<file path="src/rtl/unit_prop_if.sv">
// unit_prop_if: push/result bundle between the unit-clause detector, unit_prop_queue and the clause evaluator
// Ports: unit_clause, unit_clause_detected, clear (toward queue); push_ready, assign_valid, assign_lit,
// assigned_mask, value_mask, conflict, overflow, busy (from queue). slave = queue side, master = driver side.
interface unit_prop_if #(
  parameter int WIDTH = 9,
  parameter int NUM_VARS = 64
);
  logic [WIDTH-1:0] unit_clause;
  logic unit_clause_detected;
  logic clear;
  logic push_ready;
  logic assign_valid;
  logic [WIDTH-1:0] assign_lit;
  logic [NUM_VARS-1:0] assigned_mask;
  logic [NUM_VARS-1:0] value_mask;
  logic conflict;
  logic overflow;
  logic busy;
  modport slave (
    input unit_clause, unit_clause_detected, clear,
    output push_ready, assign_valid, assign_lit, assigned_mask, value_mask, conflict, overflow, busy
  );
  modport master (
    output unit_clause, unit_clause_detected, clear,
    input push_ready, assign_valid, assign_lit, assigned_mask, value_mask, conflict, overflow, busy
  );
endinterface

</file>
<file path="src/rtl/unit_prop_queue.sv">
// unit_prop_queue: buffers detected unit literals in a FIFO and commits them one by one to the assignment table
// Ports: clk, rst (sync, active-high); bus (unit_prop_if.slave) carries push strobe/literal, soft clear,
// push_ready, assign_valid/assign_lit pulse, assigned/value masks, sticky conflict/overflow, busy.
// Optional: define UNIT_DEDUP_EN to drop pushes that exactly match a queued entry or the literal under check.
module unit_prop_queue #(
  parameter int WIDTH = 9,
  parameter int NUM_VARS = 64,
  parameter int DEPTH = 8
) (
  input logic clk,
  input logic rst,
  unit_prop_if.slave bus
);
  localparam int AW = $clog2(DEPTH);
  localparam logic [AW-1:0] ptr_one = 1;
  localparam logic [AW:0] cnt_one = 1;
  localparam logic [AW:0] cnt_full = DEPTH;
  localparam logic [WIDTH-1:0] lit_one = 1;
  localparam logic [WIDTH-1:0] max_var = WIDTH'(NUM_VARS);
  localparam logic [NUM_VARS-1:0] bit_one = 1;
  typedef enum logic [1:0] {IDLE, CHECK, CONFLICT} state_t;
  state_t state, state_n;
  logic [WIDTH-1:0] mem [DEPTH];
  logic [AW-1:0] wr_ptr, rd_ptr;
  logic [AW:0] count;
  logic [WIDTH-1:0] cur_lit, mag;
  logic [NUM_VARS-1:0] onehot;
  logic sign, lit_ok, is_set, set_val, full, dup, do_push, do_pop, commit, ovf;
  assign sign = cur_lit[WIDTH-1];
  assign mag = sign ? -cur_lit : cur_lit;
  assign lit_ok = mag != '0 && mag <= max_var;
  assign onehot = lit_ok ? bit_one << (mag - lit_one) : '0;
  assign is_set = |(bus.assigned_mask & onehot);
  assign set_val = |(bus.value_mask & onehot);
  assign full = count == cnt_full;
  assign bus.push_ready = !full && state != CONFLICT;
  assign bus.busy = count != '0 || state == CHECK;
`ifdef UNIT_DEDUP_EN
  always_comb begin
    dup = state == CHECK && cur_lit == bus.unit_clause;
    for (int i = 0; i < DEPTH; i++)
      if ({1'b0, AW'(i) - rd_ptr} < count && mem[i] == bus.unit_clause) dup = 1'b1;
  end
`else
  assign dup = 1'b0;
`endif
  // a full FIFO refuses pushes even when a pop happens in the same cycle
  assign do_push = bus.unit_clause_detected && bus.push_ready && !dup;
  assign ovf = bus.unit_clause_detected && state != CONFLICT && full && !dup;
  assign do_pop = state == IDLE && count != '0;
  assign commit = state == CHECK && lit_ok && !is_set;
  always_comb begin
    state_n = state;
    if (do_pop) state_n = CHECK;
    // an assigned variable whose stored value equals the sign bit is the opposite polarity
    if (state == CHECK) state_n = (lit_ok && is_set && set_val == sign) ? CONFLICT : IDLE;
  end
  always_ff @(posedge clk)
    if (do_push && !(rst || bus.clear)) mem[wr_ptr] <= bus.unit_clause;
  always_ff @(posedge clk)
    state <= (rst || bus.clear) ? IDLE : state_n;
  always_ff @(posedge clk) begin
    if (rst || bus.clear) begin
      wr_ptr <= '0;
      rd_ptr <= '0;
      count <= '0;
      cur_lit <= '0;
      bus.assign_valid <= 1'b0;
      bus.assign_lit <= '0;
      bus.assigned_mask <= '0;
      bus.value_mask <= '0;
      bus.conflict <= 1'b0;
      bus.overflow <= 1'b0;
    end else begin
      if (do_push) wr_ptr <= wr_ptr + ptr_one;
      if (do_pop) begin
        cur_lit <= mem[rd_ptr];
        rd_ptr <= rd_ptr + ptr_one;
      end
      if (do_push && !do_pop) count <= count + cnt_one;
      else if (!do_push && do_pop) count <= count - cnt_one;
      bus.assign_valid <= commit;
      if (commit) begin
        bus.assign_lit <= cur_lit;
        bus.assigned_mask <= bus.assigned_mask | onehot;
        bus.value_mask <= bus.value_mask | (sign ? '0 : onehot);
      end
      if (state == CHECK && state_n == CONFLICT) bus.conflict <= 1'b1;
      if (ovf) bus.overflow <= 1'b1;
    end
  end
endmodule

</file>
<file path="src/flat_wrapper.sv">
// flat-port wrapper written by rule: the top's interface ports become plain ports
module unit_prop_queue_flat 
#(
  parameter int WIDTH = 9,
  parameter int NUM_VARS = 64,
  parameter int DEPTH = 8
)
  (clk, rst, bus_unit_clause, bus_unit_clause_detected, bus_clear, bus_push_ready, bus_assign_valid, bus_assign_lit, bus_assigned_mask, bus_value_mask, bus_conflict, bus_overflow, bus_busy);
  unit_prop_if #(.WIDTH(WIDTH), .NUM_VARS(NUM_VARS)) bus_i ();
  input logic clk;
  input logic rst;
  input wire logic [$bits(bus_i.unit_clause)-1:0] bus_unit_clause;
  input wire logic [$bits(bus_i.unit_clause_detected)-1:0] bus_unit_clause_detected;
  input wire logic [$bits(bus_i.clear)-1:0] bus_clear;
  output wire logic [$bits(bus_i.push_ready)-1:0] bus_push_ready;
  output wire logic [$bits(bus_i.assign_valid)-1:0] bus_assign_valid;
  output wire logic [$bits(bus_i.assign_lit)-1:0] bus_assign_lit;
  output wire logic [$bits(bus_i.assigned_mask)-1:0] bus_assigned_mask;
  output wire logic [$bits(bus_i.value_mask)-1:0] bus_value_mask;
  output wire logic [$bits(bus_i.conflict)-1:0] bus_conflict;
  output wire logic [$bits(bus_i.overflow)-1:0] bus_overflow;
  output wire logic [$bits(bus_i.busy)-1:0] bus_busy;
  assign bus_i.unit_clause = bus_unit_clause;
  assign bus_i.unit_clause_detected = bus_unit_clause_detected;
  assign bus_i.clear = bus_clear;
  assign bus_push_ready = bus_i.push_ready;
  assign bus_assign_valid = bus_i.assign_valid;
  assign bus_assign_lit = bus_i.assign_lit;
  assign bus_assigned_mask = bus_i.assigned_mask;
  assign bus_value_mask = bus_i.value_mask;
  assign bus_conflict = bus_i.conflict;
  assign bus_overflow = bus_i.overflow;
  assign bus_busy = bus_i.busy;
  unit_prop_queue #(.WIDTH(WIDTH), .NUM_VARS(NUM_VARS), .DEPTH(DEPTH)) u_core (.clk(clk), .rst(rst), .bus(bus_i));
endmodule
</file>
<file path="config.mk">
export PLATFORM = sky130hd
export DESIGN_NAME = unit_prop_queue_flat
export DESIGN_NICKNAME = d
export VERILOG_FILES = /design/src/rtl/unit_prop_if.sv /design/src/rtl/unit_prop_queue.sv /design/src/flat_wrapper.sv
export SDC_FILE = /design/constraint.sdc
export NUM_CORES = 1
export LEC_CHECK = 0
export CORE_UTILIZATION = 54
export CTS_CLUSTER_DIAMETER = 40
export CTS_CLUSTER_SIZE = 12
export DETAILED_ROUTE_END_ITERATION = 16
export PLACE_DENSITY = 0.8
export SLEW_MARGIN = 10
export SYNTH_ARGS = -nofsm -noshare
export SYNTH_HDL_FRONTEND = slang
export SYNTH_SLANG_ARGS = --single-unit
</file>
<file path="constraint.sdc">
create_clock -name clk -period 4.9 [get_ports clk]
set_input_delay 1.225 -clock clk [delete_from_list [all_inputs] [get_ports clk]]
set_output_delay 1.225 -clock clk [all_outputs]
set_load 0.005 [all_outputs]
</file>
# Word-level counts from Yosys, hierarchy flattened
# Memories as Yosys holds them, arrays and structs flattened. A register that Yosys moved wholly into a read port is not among the register bits.
# Index checks and enable logic that the tools add are counted.
# totals
reg_bits,152
latch_bits,0
ramBits,72
rom_bits,0
out_inout_bits,142
elab_cells,65
mem_count,1
# memory_table
memory,words,width,read_ports,rd_clocked_by_memory_dff,write_ports,line_no,rtl
u_core.mem,8,9,1,1,1,unit_prop_queue.sv:23,logic [WIDTH-1:0] mem [DEPTH];
# classes
n_addsub,6
n_mul,0
div_mod_pow,0
n_lt_le_gt_ge,1
eq_ne,5
shift,1
mux,10
bitwise,4
reduce_logical,27
# ops
op,n
$and 64x64->64,2
$mux 64,2
$or 64x64->64,2
$reduce_or 64->1,2
$shl 1x9->64 const A,1
$logic_and 1x1->1,14
$le 9x7->1 const B,1
$mux 9,1
$neg 9->9,1
$reduce_bool 9->1,1
$sub 9x1->9 const B,1
$mux 4,2
$add 3x1->3 const B,2
$mux 2,3
$logic_not 1->1,5
$add 4x1->4 const B,1
$eq 4x4->1 const B,1
$reduce_bool 4->1,1
$sub 4x1->4 const B,1
$eq 2x1->1 const B,1
$eq 2x2->1 const B,1
$logic_not 2->1,1
$logic_or 1x1->1,2
$mux 1,2
other kinds (3),3

# Logic depth before layout (Yosys ltp)
# logic_depth
ltp_word,13
mapped_depth,20

# Worst setup path after synthesis
# No wires, ideal clock.
# synth_path
path_type,register to register
start,register u_core.cur_lit[0] (read register of u_core.mem)
end,register u_core.bus.assigned_mask[22]
arrival_ns,4.116
setup_slack_ns,0.667
stages_incl_launch_ff,18
n_path_buf,5
synth_period_minus_slack_ns,4.233
path_cell_list,dfxtp_1 > buf_2 > clkinv_1 > clkbuf_1 > ha_1 > nor4b_1 > mux2_2 > or4_4 > a21o_4 > a2111oi_4 > nand3_1 > nand4_2 > nor3_2 > buf_6 > and2_1 > buf_6 > buf_6 > a22o_1
# synth_via
elab_chain_cells,9
# synth_lines
element,line_no,rtl
start: declaration,unit_prop_queue.sv:26,"logic [WIDTH-1:0] cur_lit, mag;"
$neg 9->9,unit_prop_queue.sv:30,assign mag = sign ? -cur_lit : cur_lit;
$mux 9 (*),unit_prop_queue.sv:30,
$sub 9x1->9 (tied with other cells),unit_prop_queue.sv:32,assign onehot = lit_ok ? bit_one << (mag - lit_one) : '0;
$shl 1x9->64 or $logic_and 1x1->1 (tied branches),"unit_prop_queue.sv:32, unit_prop_queue.sv:31",
$mux 64,unit_prop_queue.sv:32,
$and 64x64->64,unit_prop_queue.sv:33,assign is_set = |(bus.assigned_mask & onehot);
$reduce_or 64->1,unit_prop_queue.sv:33,
$logic_not 1->1,unit_prop_queue.sv:51,assign commit = state == CHECK && lit_ok && !is_set;
$logic_and 1x1->1,unit_prop_queue.sv:51,
end signal: assignment,unit_prop_queue.sv:85,bus.assigned_mask <= bus.assigned_mask | onehot;
end: declaration,unit_prop_if.sv:21,"output push_ready, assign_valid, assign_lit, assigned_mask, value_mask, conflict, overflow, busy"
# Every way passes the cells marked *; elsewhere a longest branch is shown, timed or not.
# A chain may end at the register's enable or synchronous reset.

# Worst setup path after layout
# layout_path
start,register u_core.cur_lit[0] (read register of u_core.mem)
end,register u_core.bus.value_mask[57]
# layout_via
elab_chain_cells,9
# layout_lines
element,line_no,rtl
$neg 9->9,unit_prop_queue.sv:30,
$mux 9 (*),unit_prop_queue.sv:30,
$sub 9x1->9 (tied with other cells),unit_prop_queue.sv:32,
$shl 1x9->64 or $logic_and 1x1->1 (tied branches),"unit_prop_queue.sv:32, unit_prop_queue.sv:31",
$mux 64,unit_prop_queue.sv:32,
$and 64x64->64,unit_prop_queue.sv:33,
$reduce_or 64->1,unit_prop_queue.sv:33,
$logic_not 1->1,unit_prop_queue.sv:51,
$logic_and 1x1->1,unit_prop_queue.sv:51,
end signal: assignment,unit_prop_queue.sv:86,bus.value_mask <= bus.value_mask | (sign ? '0 : onehot);
end: declaration,unit_prop_if.sv:21,
# Marks and branches as above.

==> metrics.yaml <==
timing:
  slew_violations: 0
  fin_hold_ws_ns: 0.459
  fin_crit_ns: 4.46
  finalCritPeriodShare_pct: 91.1
  tns_ns: 0
  worstMarginPinSlew_ns: 1.10
  rsz0062_at_grt: "false"
  finalHoldViolations: 0
  slew_headroom_pct: 26.0
  setup_viol: 0
  fin_skew_ns: 0.0193
  max_freq_mhz: 224
routing:
  drt_iter0_markers: 1282
  drt.antenna.violating_nets: 0
  vias: 9436
  met3_length_um: 4180
  met1_length_um: 14100
  wirelength_um: 37400
  first_pass_iters: 5
  top_layer: "met4"
  dr_wl_met2_um: 17200
  drc: 0
  viasPerCell: 6.55
  wl_per_cell_um: 26.0
pwr:
  ir_drop_mv: 0.504
  combPwrFrac_pct: 50.0
  internal_power_mw: 4.66
  clockPowerShare_pct: 24.7
  p_per_area_mw_per_mm2: 642
  power.share.switching_pct: 45.4
  pwr-share-seq_pct: 25.3
  p_leak_nw: 4.43
  power_mw: 8.54
  power.switching_mw: 3.88
grt:
  grt-ovfl-total: 0
  grt_max_degree: 86
  grt_antenna_before_repair: 0
  grtUsageTotal_pct: 37.8
  grt_pass1_vias: 9047
  grt_pass1_wl_um: 55900
place:
  gp_congestion: 0.981
  dpl.hpwl_um: 26600
  numPortBuffers: 154
layout:
  layout.nets: 1182
  insertedDiodeCount: 0
  drive_gt1_share_pct: 12.4
  area_growth_syn_to_layout_pct: 27.1
clock_tree:
  cts-root-buf: "clkbuf_16"
  cts_sinks: 233
  cts_tree: "done"
  cts_made_buffers: 29
  clk_pin_slew_ns: 0.06
  ctsHoldBuffers: 0
  ctsResizeCount: 0
  cts.htree.levels: 1
  cts_setup_buffers: 0
  cts.path.max_buffers: 3
  insertion_delay_ns: 0.55
critical_path:
  crit_path_start_kind: "flop"
  cp.arrival_ns: 4.94
  crit_fanout: 16
  end_kind: "flop"
  required_ns: 5.38
  crit_type: "reg2reg"
  r2r_cells: 13
floorplan:
  core_area_mm2: 0.0188
  rows: 50
  design.die.area_mm2: 0.0199
  num_io_pins: 155
  die_x_um: 141
  die-height_um: 141
  start_util_pct: 55.6
yosys:
  avgSynthCellArea_um2: 10.4
  synth-seq-cells: 233
  synth-simple-area-share_pct: 16.4
  synth_xor_area_share_pct: 1.48
  synth_fp_nets: 1028
  synthMuxAreaShare_pct: 7.07
  synth_top_family_by_area: "compound AO/OA/AOI/OAI gates"
  synthArstFlopShare_pct: 0
  synth_compound_area_share_pct: 18.8
  synthCells: 1008
  synth_area_mm2: 0.0105
  yosys_warnings: 0
  synth_cell_types: 83
  synth_edf_count: 72
  ys.flop_type: "dfxtp_1"
  yosysSeqAreaShare_pct: 51.5
  synthAdderAreaFrac_pct: 0.909
job:
  cap_violations: 0
worst_hold_path:
  worstHoldPathCells: 2
  min_path_type: "reg2reg"
run_status:
  status: "complete, no violations"
-- kinds of logic after synthesis --
logic type,after synthesis
xor gates and xnor gates,16
and+or+nand+nor,351
adders and majority gates,7
buffers and inverters,85
AOI/OAI and AO/OA,267
muxes,49
DFF,233
-- metal layers --
metal | GRT usage (%) | vias up
li1 | - | 4143
met1 | 48.3 | 4511
met2 | 60.2 | 641
met3 | 9.27 | 141
met4 | 18.3 | 0
met5 | 0 | -
-- flip-flops by register name, summed over array words and instances (netlist names) --
signal,count
u_core.cur_lit,9
u_core.bus.value_mask,64
u_core.bus.assign_valid,1
u_core.count,4
u_core.bus.overflow,1
u_core.bus.conflict,1
u_core.bus.assign_lit,9
u_core.state,2
u_core.wr_ptr,3
u_core.bus.assigned_mask,64
u_core.rd_ptr,3
u_core.mem,72
-- layout make-up --
cell class	instances	area, um^2
multi-input cells	690	4710
clock inverters	12	146
fillers	1349	5540
inverters	8	30.0
well taps	260	325
flip-flops and latches	233	5390
clock buffers	38	812
repair buffers	200	1890
-- power by group through the flow --
stage / logic [mW] / registers (mW) / clock network (mW)
floorplan: 2.71 / 2.12 / 0
global placement: 4.08 / 2.19 / 0
detailed placement: 4.08 / 2.19 / 0
CTS: 4.11 / 2.15 / 2.12
global route: 4.40 / 2.17 / 2.20
finish: 4.27 / 2.16 / 2.11
-- Yosys cell counts, types with 5 or more instances --
cell      instances  area [um^2]
xor2_1            8         70.1
or3_1             5         31.3
a22oi_1           5         37.5
mux4_2           19          428
o31ai_1           8         60.1
a31oi_1          13         81.3
nand3_1          31          155
o21ai_0          82          410
nand2_1         134          503
nand2b_1          9         56.3
dfxtp_1         161         3220
xnor2_1           6         52.6
nor3b_1           5         37.5
a21oi_1          17         85.1
nor3_1           26          130
a22o_1           42          368
a32oi_1           8         70.1
nor2_1           64          240
clkbuf_1         46          173
mux2_2            9          101
nor4_1           13         81.3
ha_1              6         75.1
buf_6             8         90.1
inv_1             7         26.3
and2_1           12         75.1
mux2i_1          21          210
a32o_1           28          280
nand4_1          10         62.6
a221oi_1          6         52.6
edfxtp_1         72         2160
a211oi_1         15          113
and3_1           10         62.6
buf_2            17         85.1
buf_1             6         22.5
-- stage by stage --
step                      instances  setup slack (ns)  instance area, um^2  util, %
final                          1441             0.438                13300     70.6
after global routing           1441             0.142                13300     70.6
after CTS                      1441             0.442                13300     70.6
after detailed placement       1391             0.436                12300     65.5
after global placement         1391             0.566                12300     65.5
after floorplan                1008             0.667                10500        -
-- final timing paths --
check             slack (ns)                         to                     start
setup / recovery        0.44  u_core.bus.value_mask[57]         u_core.cur_lit[0]
hold / removal          0.46   u_core.bus.assign_lit[4]  u_core.bus.assign_lit[4]
setup reg to reg        0.44  u_core.bus.value_mask[57]         u_core.cur_lit[0]
hold reg to reg         0.46   u_core.bus.assign_lit[4]  u_core.bus.assign_lit[4]
-- critical path: stages, from the launching register on --
cell and delay (ns):
dfxtp_1 0.31, clkinv_1 0.06, ha_1 0.42, nor4b_1 0.39
mux2_2 0.40, o31ai_1 0.58, a211oi_2 0.15, buf_4 0.20
and4_1 0.17, a21oi_1 0.17, nand4_2 0.21, nor3_4 0.39
and2_1 0.67, a32o_1 0.28
-- cells in the final DEF, fill, tap and decap left out, types with 6 or more instances in the layout --
master	n
edfxtp_1	72
nand4_1	10
nand2b_1	9
mux2_2	9
a32o_1	28
and2_1	12
a32oi_1	8
o31ai_1	8
a211oi_1	15
mux4_2	19
nand2_1	134
nor3_1	25
a21oi_1	17
nand3_1	31
dfxtp_1	161
nor2_1	63
and3_1	10
ha_1	6
o21ai_0	82
clkdlybuf4s50_1	154
a221oi_1	6
a31oi_1	13
clkbuf_16	30
mux2i_1	21
xor2_1	8
a22o_1	42
nor4_1	13
inv_1	7
buf_4	46
Power figures use the tool's default switching activity.
